--- config.mk ---
export PLATFORM = sky130hd
export DESIGN_NAME = count_stop_monitor
export DESIGN_NICKNAME = d
export VERILOG_FILES = /design/src/rtl/count_stop_monitor.sv
export SDC_FILE = /design/constraint.sdc
export NUM_CORES = 1
export LEC_CHECK = 0
export BUFFER_PORTS_ARGS = -buffer_cell sky130_fd_sc_hd__buf_4
export CAP_MARGIN = 20
export CORE_ASPECT_RATIO = 0.5
export CORE_UTILIZATION = 30
export CTS_BUF_LIST = sky130_fd_sc_hd__clkbuf_4
export DETAILED_ROUTE_END_ITERATION = 6
export GPL_ROUTABILITY_DRIVEN = 0
export SLEW_MARGIN = 20
export SYNTH_ARGS = -nofsm -noshare
export SYNTH_HDL_FRONTEND = slang
export SYNTH_SLANG_ARGS = --single-unit
--- constraint.sdc ---
create_clock -name clk -period 2.1 [get_ports clk]
set_clock_uncertainty 0.15 [all_clocks]
set_input_delay 0.105 -clock clk [delete_from_list [all_inputs] [get_ports clk]]
set_output_delay 0.105 -clock clk [all_outputs]
set_load 0.05 [all_outputs]
--- src/rtl/count_stop_monitor.sv ---
// ============================================================================
// Module   : count_stop_monitor
// Purpose  : Receive-side checker for a 0..TERMINAL count stream. Tracks the
//            expected next value, pulses stop when TERMINAL arrives in
//            sequence, latches sequence errors and keeps a saturating tally.
// Options  : define COUNT_MON_TIMEOUT_EN to build the inter-sample watchdog.
// Revision : 1.0 - initial release
// ============================================================================
`default_nettype none

module count_stop_monitor #(
  parameter int W        = 4,
  parameter int TERMINAL = 15,
  parameter int TIMEOUT  = 32
) (
  input  logic         clk,
  input  logic         rst,
  input  logic         cnt_valid,
  input  logic [W-1:0] cnt_in,
  input  logic         clear,
  output logic         stop,
  output logic         done,
  output logic         seq_err,
  output logic         timeout,
  output logic [W:0]   samples,
  output logic [7:0]   err_count
);

  typedef enum logic [1:0] {
    S_IDLE  = 2'd0,
    S_TRACK = 2'd1,
    S_DONE  = 2'd2,
    S_ERROR = 2'd3
  } state_t;

  localparam logic [W-1:0] C_TERM = W'(TERMINAL);

  // Parameter legality is checked once at elaboration.
  if (TERMINAL < 1 || TERMINAL > (2**W) - 1) begin : g_bad_terminal
    $error("count_stop_monitor: TERMINAL out of range 1..2**W-1");
  end

  state_t       state_q,    state_d;
  logic [W-1:0] expected_q, expected_d;
  logic [W:0]   samples_q,  samples_d;
  logic [7:0]   err_cnt_q,  err_cnt_d;
  logic         stop_q,     stop_d;
  logic         done_q,     done_d;
  logic         seq_err_q,  seq_err_d;

  // Saturating increment of the error tally, shared by both error paths.
  logic [7:0]   err_inc;
  assign err_inc = (err_cnt_q == 8'hFF) ? err_cnt_q : err_cnt_q + 8'd1;

`ifdef COUNT_MON_TIMEOUT_EN
  if (TIMEOUT < 2) begin : g_bad_timeout
    $error("count_stop_monitor: TIMEOUT must be >= 2");
  end

  localparam int           WD_W     = $clog2(TIMEOUT);
  localparam logic [WD_W-1:0] C_WD_LAST = WD_W'(TIMEOUT - 1);

  logic [WD_W-1:0] wd_q, wd_d;
  logic            timeout_q, timeout_d;
`else
  // Without the watchdog TIMEOUT has no effect; flag a value that would
  // otherwise be illegal so a later enable does not surprise anyone.
  if (TIMEOUT < 2) begin : g_timeout_unused
    $info("count_stop_monitor: TIMEOUT ignored, watchdog not built");
  end
`endif

  // Next-state and next-output decode; clear beats cnt_valid everywhere.
  always_comb begin
    state_d    = state_q;
    expected_d = expected_q;
    samples_d  = samples_q;
    err_cnt_d  = err_cnt_q;
    stop_d     = 1'b0;
    done_d     = done_q;
    seq_err_d  = seq_err_q;
`ifdef COUNT_MON_TIMEOUT_EN
    wd_d       = wd_q;
    timeout_d  = timeout_q;
`endif

    if (clear) begin
      state_d    = S_IDLE;
      expected_d = '0;
      samples_d  = '0;
      done_d     = 1'b0;
      seq_err_d  = 1'b0;
`ifdef COUNT_MON_TIMEOUT_EN
      wd_d       = '0;
      timeout_d  = 1'b0;
`endif
    end else begin
      case (state_q)
        S_IDLE: begin
          if (cnt_valid) begin
            if (cnt_in == '0) begin
              state_d    = S_TRACK;
              expected_d = {{(W-1){1'b0}}, 1'b1};
              samples_d  = {{W{1'b0}}, 1'b1};
`ifdef COUNT_MON_TIMEOUT_EN
              wd_d       = '0;
`endif
            end else begin
              state_d   = S_ERROR;
              seq_err_d = 1'b1;
              err_cnt_d = err_inc;
            end
          end
        end

        S_TRACK: begin
          if (cnt_valid) begin
`ifdef COUNT_MON_TIMEOUT_EN
            wd_d = '0;
`endif
            if (cnt_in != expected_q) begin
              state_d   = S_ERROR;
              seq_err_d = 1'b1;
              err_cnt_d = err_inc;
            end else if (cnt_in == C_TERM) begin
              // expected stops at TERMINAL, so it never needs to wrap.
              state_d   = S_DONE;
              samples_d = samples_q + 1'b1;
              stop_d    = 1'b1;
              done_d    = 1'b1;
            end else begin
              samples_d  = samples_q + 1'b1;
              expected_d = expected_q + 1'b1;
            end
          end
`ifdef COUNT_MON_TIMEOUT_EN
          else if (wd_q == C_WD_LAST) begin
            state_d   = S_ERROR;
            timeout_d = 1'b1;
          end else begin
            wd_d = wd_q + 1'b1;
          end
`endif
        end

        // DONE and ERROR ignore the stream until clear or reset.
        default: begin
        end
      endcase
    end
  end

  // State and output registers, cleared asynchronously.
  always_ff @(posedge clk or posedge rst) begin
    if (rst) begin
      state_q    <= S_IDLE;
      expected_q <= '0;
      samples_q  <= '0;
      err_cnt_q  <= '0;
      stop_q     <= 1'b0;
      done_q     <= 1'b0;
      seq_err_q  <= 1'b0;
    end else begin
      state_q    <= state_d;
      expected_q <= expected_d;
      samples_q  <= samples_d;
      err_cnt_q  <= err_cnt_d;
      stop_q     <= stop_d;
      done_q     <= done_d;
      seq_err_q  <= seq_err_d;
    end
  end

`ifdef COUNT_MON_TIMEOUT_EN
  // Watchdog counter and its sticky flag.
  always_ff @(posedge clk or posedge rst) begin
    if (rst) begin
      wd_q      <= '0;
      timeout_q <= 1'b0;
    end else begin
      wd_q      <= wd_d;
      timeout_q <= timeout_d;
    end
  end

  assign timeout = timeout_q;
`else
  assign timeout = 1'b0;
`endif

  assign stop      = stop_q;
  assign done      = done_q;
  assign seq_err   = seq_err_q;
  assign samples   = samples_q;
  assign err_count = err_cnt_q;

endmodule

`default_nettype wire

==> results.yml <==
logic_synthesis:
  synth-seq-cells: 22
  netlist.area_leader.share_pct: 47.0
  synth_warnings: 0
  synth_cells: 117
  netlist_area_mm2: 0.00117
  dominantRegCellSynth: "sky130_fd_sc_hd__dfrtp_1"
  seq_total_area_yosys_pct: 47.0
  netlist_top_cells_area: "sky130_fd_sc_hd__dfrtp_1 (47%), sky130_fd_sc_hd__xor2_1 (5.2%), sky130_fd_sc_hd__nand4_1 (4.8%)"
  asyncSetResetFlopFracSynth_pct: 100
  synth_enable_flop_cells: 0
  syn_area_per_cell_um2: 10.0
  yosys.cell_types.count: 34
  synth_top_area_cell: "sky130_fd_sc_hd__dfrtp_1"
  synthesis.nets: 128
die:
  floorplan.die_area_mm2: 0.00418
  num_io_pins: 25
  floorplan.initialDensity_pct: 32.7
  num_rows: 15
  floorplan.die.height_um: 46.2
  chipWidth_um: 90.4
  core_region_area_mm2: 0.00358
finish:
  nets: 163
  area_delta_synth_final_pct: 29.0
  nFillCells: 357
  insertedDiodeCount: 0
  final_cell_count_no_fill: 202
  post_route_cells_drive_above_1_share_pct: 27.2
drt:
  vias: 979
  avgRoutedWirePerCell_um: 12.4
  drt_iter0_drc: 69
  route.detailed.vias_per_inst: 4.85
  remaining_drc_errors: 0
  routed_wl_mm: 2.51
  firstDrtPassIters: 4
  drt.antenna.violating_nets: 0
clocking:
  clock_sink_count: 22
  cts_tree: "done"
  clock_tree.buffer_depth: 2
  worst_skew_pair.late_latency_ns: 0.31
  clk_transition_reported_paths_ns: 0.11
  cts.root.buffer_cell: "sky130_fd_sc_hd__clkbuf_4"
  h_tree_depth: 1
  cts_buffers: 3
worst_setup_path:
  crit_family: "flip-flops"
  setup.worst_path.class: "flip-flop to flip-flop"
  cp-end-kind: "flip-flop"
  cp_cell_sequence: "ha_1 -> nand4_1 -> nor2_1 -> a2111oi_4 -> buf_4 -> mux2_1"
  critPathRequiredTime_ns: 2.14
  crit_path_top_delay_cell: "sky130_fd_sc_hd__dfrtp_2"
  timing.critical_path.buf_inv: 1
  start_kind: "flip-flop"
  critical-path-max-stage-delay_ns: 0.46
  worst_ep_arrival_time_ns: 2.02
  crit_path_max_fanout: 8
run_status:
  run_status: "finished clean"
power_and_ir_drop:
  switching_share_pct: 40.6
  clock_power_share_pct: 16.6
  power.ir.vdd_worst_mv: 0.616
  p_sw_uw: 474
  internal_dissipation_uw: 693
  power.density_mw_per_mm2: 772
  share_seq_of_total_power_pct: 46.5
  p_leak_uw: 0.000700
  p_comb_share_pct: 36.8
sta:
  final.setup.tns_ns: 0
  fin_worst_hold_slack_ns: 0.0228
  timing_worst_slew_pin_value_ns: 0.490
  maxSlewViolCount: 0
  relSlewSlack_pct: 67.1
  final_hold_violating_endpoints: 0
  fmax_mhz: 505
  timing.final.setup_violations: 0
  rsz0062_at_grt: "false"
  min_period_ns: 1.98
  layout_worst_path_cycle_share_pct: 94.3
place:
  placedCellCount: 193
  dp_hpwl_mm: 1.87
  placement.io_buffers: 23
run:
  maxCapViolCount: 0
grt:
  grt_start_max_net_pins: 23
  grt_usage_pct: 13.1
  grt_pass1_vias: 911
  grt_antenna_before_repair: 0
  global_route_total_overflow: 0
  grt_first_pass_wirelength_mm: 4.22
hold_path:
  hold_path_class: "input pin to flip-flop"
-- per-layer routing --
layer	vias to the layer above	wire length (um)	track usage [%]
met1	464	1250	16.1
met3	0	99	4.46
met2	19	1160	22.6
met5	-	0	0
met4	0	0	3.87
li1	496	-	-
-- power groups by stage --
| stage | Sequential [uW] | Clock (uW) | Combinational [uW] |
|---|---|---|---|
| final | 543 | 194 | 430 |
| after detailed placement | 551 | 0 | 427 |
| after global routing | 557 | 230 | 457 |
| after CTS | 544 | 212 | 429 |
| after global placement | 549 | 0 | 423 |
| after floorplan | 708 | 0 | 119 |
-- final timing paths --
kind                                   start             to  slack, ns  cells after the start
worst max-delay path            err_count[1]   err_count[1]       0.12                      6
worst min-delay path               cnt_valid     state_q[1]       0.02                      5
worst max register to register  err_count[1]   err_count[1]       0.12                      6
worst min register to register  err_count[7]   err_count[7]       0.35                      1
max in group asynchronous                rst   err_count[0]       1.31                      4
min in group asynchronous                rst  expected_q[2]       0.23                      4
-- area by class of cell --
| type | instances | area (um^2) | area share, % |
|---|---|---|---|
| multi-input cells | 87 | 594 | 39.3 |
| flip-flops and latches | 22 | 553 | 36.6 |
| repair buffers | 34 | 260 | 17.2 |
| well taps | 51 | 63.8 | 4.22 |
| clock buffers | 3 | 22.5 | 1.49 |
| inverters | 4 | 15.0 | 0.993 |
| clock inverters | 1 | 3.75 | 0.248 |
-- cell families after synthesis --
logic type               after synthesis  synth area share, %
multiplexers                           1                0.960
AO/OA/AOI/OAI                         23                 14.3
AND/OR/NAND/NOR                       46                 21.7
flip-flops                            22                 47.0
adder cells (fa/ha/maj)                3                 3.20
buffers and inverters                  8                 2.88
other                                  1                0.320
XOR/XNOR                              13                 9.71
-- metrics by stage --
stage / worst slack (ns) / utilization, % / power (uW) / cell area (um^2)
CTS: 0.0958 / 41.4 / 1190 / 1480
finish: 0.119 / 42.2 / 1170 / 1510
global placement: 0.136 / 40.1 / 972 / 1440
floorplan: 0.0235 / - / 827 / 1170
global route: 0.00665 / 42.2 / 1240 / 1510
detailed placement: 0.127 / 40.1 / 978 / 1440
-- synthesized netlist by cell type (2+ instances only) --
cell type and count:
sky130_fd_sc_hd__a21oi_1 3, sky130_fd_sc_hd__a311oi_1 2, sky130_fd_sc_hd__a31oi_1 2, sky130_fd_sc_hd__and3_1 4, sky130_fd_sc_hd__clkbuf_1 3, sky130_fd_sc_hd__dfrtp_1 22, sky130_fd_sc_hd__ha_1 3, sky130_fd_sc_hd__inv_1 4
sky130_fd_sc_hd__nand2_1 6, sky130_fd_sc_hd__nand3_1 3, sky130_fd_sc_hd__nand4_1 9, sky130_fd_sc_hd__nor2_1 12, sky130_fd_sc_hd__nor3_1 4, sky130_fd_sc_hd__nor4_1 2, sky130_fd_sc_hd__o211ai_1 2, sky130_fd_sc_hd__o21ai_0 7
sky130_fd_sc_hd__xnor2_1 6, sky130_fd_sc_hd__xor2_1 7
-- state kept, by name (all words and copies together) (netlist names) --
register / count
expected_q: 4
seq_err: 1
samples: 5
state_q: 2
done: 1
err_count: 8
stop: 1
-- timing repair --
| item | 4_1_cts | 5_1_grt |
|---|---|---|
| buffers inserted | 0 | 3 |
| endpoints found under the setup margin | 0 | 1 |
| hold buffers | 2 | 0 |
| hold endpoints to repair | 29 | 0 |
| resized for setup | 0 | 1 |
-- worst min-delay path: cells and delay by family --
kind                   cells  cell delay [ns]
AO/OA/AOI/OAI              2             0.11
AND/OR/NAND/NOR            2             0.12
buffers and inverters      1             0.11
-- layout by cell type, fill, tap and decap left out, types with 2 or more instances in the layout --
master / synthesis / layout
sky130_fd_sc_hd__xor2_1: 7 / 7
sky130_fd_sc_hd__clkbuf_4: 0 / 3
sky130_fd_sc_hd__nor2_1: 12 / 12
sky130_fd_sc_hd__dlygate4sd3_1: 0 / 2
sky130_fd_sc_hd__a21oi_1: 3 / 3
sky130_fd_sc_hd__xnor2_1: 6 / 6
sky130_fd_sc_hd__dfrtp_2: 0 / 2
sky130_fd_sc_hd__buf_4: 1 / 32
sky130_fd_sc_hd__ha_1: 3 / 3
sky130_fd_sc_hd__o21ai_0: 7 / 7
sky130_fd_sc_hd__o211ai_1: 2 / 2
sky130_fd_sc_hd__inv_1: 4 / 4
sky130_fd_sc_hd__nand3_1: 3 / 3
sky130_fd_sc_hd__nor4_1: 2 / 2
sky130_fd_sc_hd__nand4_1: 9 / 9
sky130_fd_sc_hd__a31oi_1: 2 / 2
sky130_fd_sc_hd__a311oi_1: 2 / 2
sky130_fd_sc_hd__and3_1: 4 / 4
sky130_fd_sc_hd__dfrtp_1: 22 / 20
sky130_fd_sc_hd__nor3_1: 4 / 4
sky130_fd_sc_hd__nand2_1: 6 / 6
(Power assumes the default switching activity.)
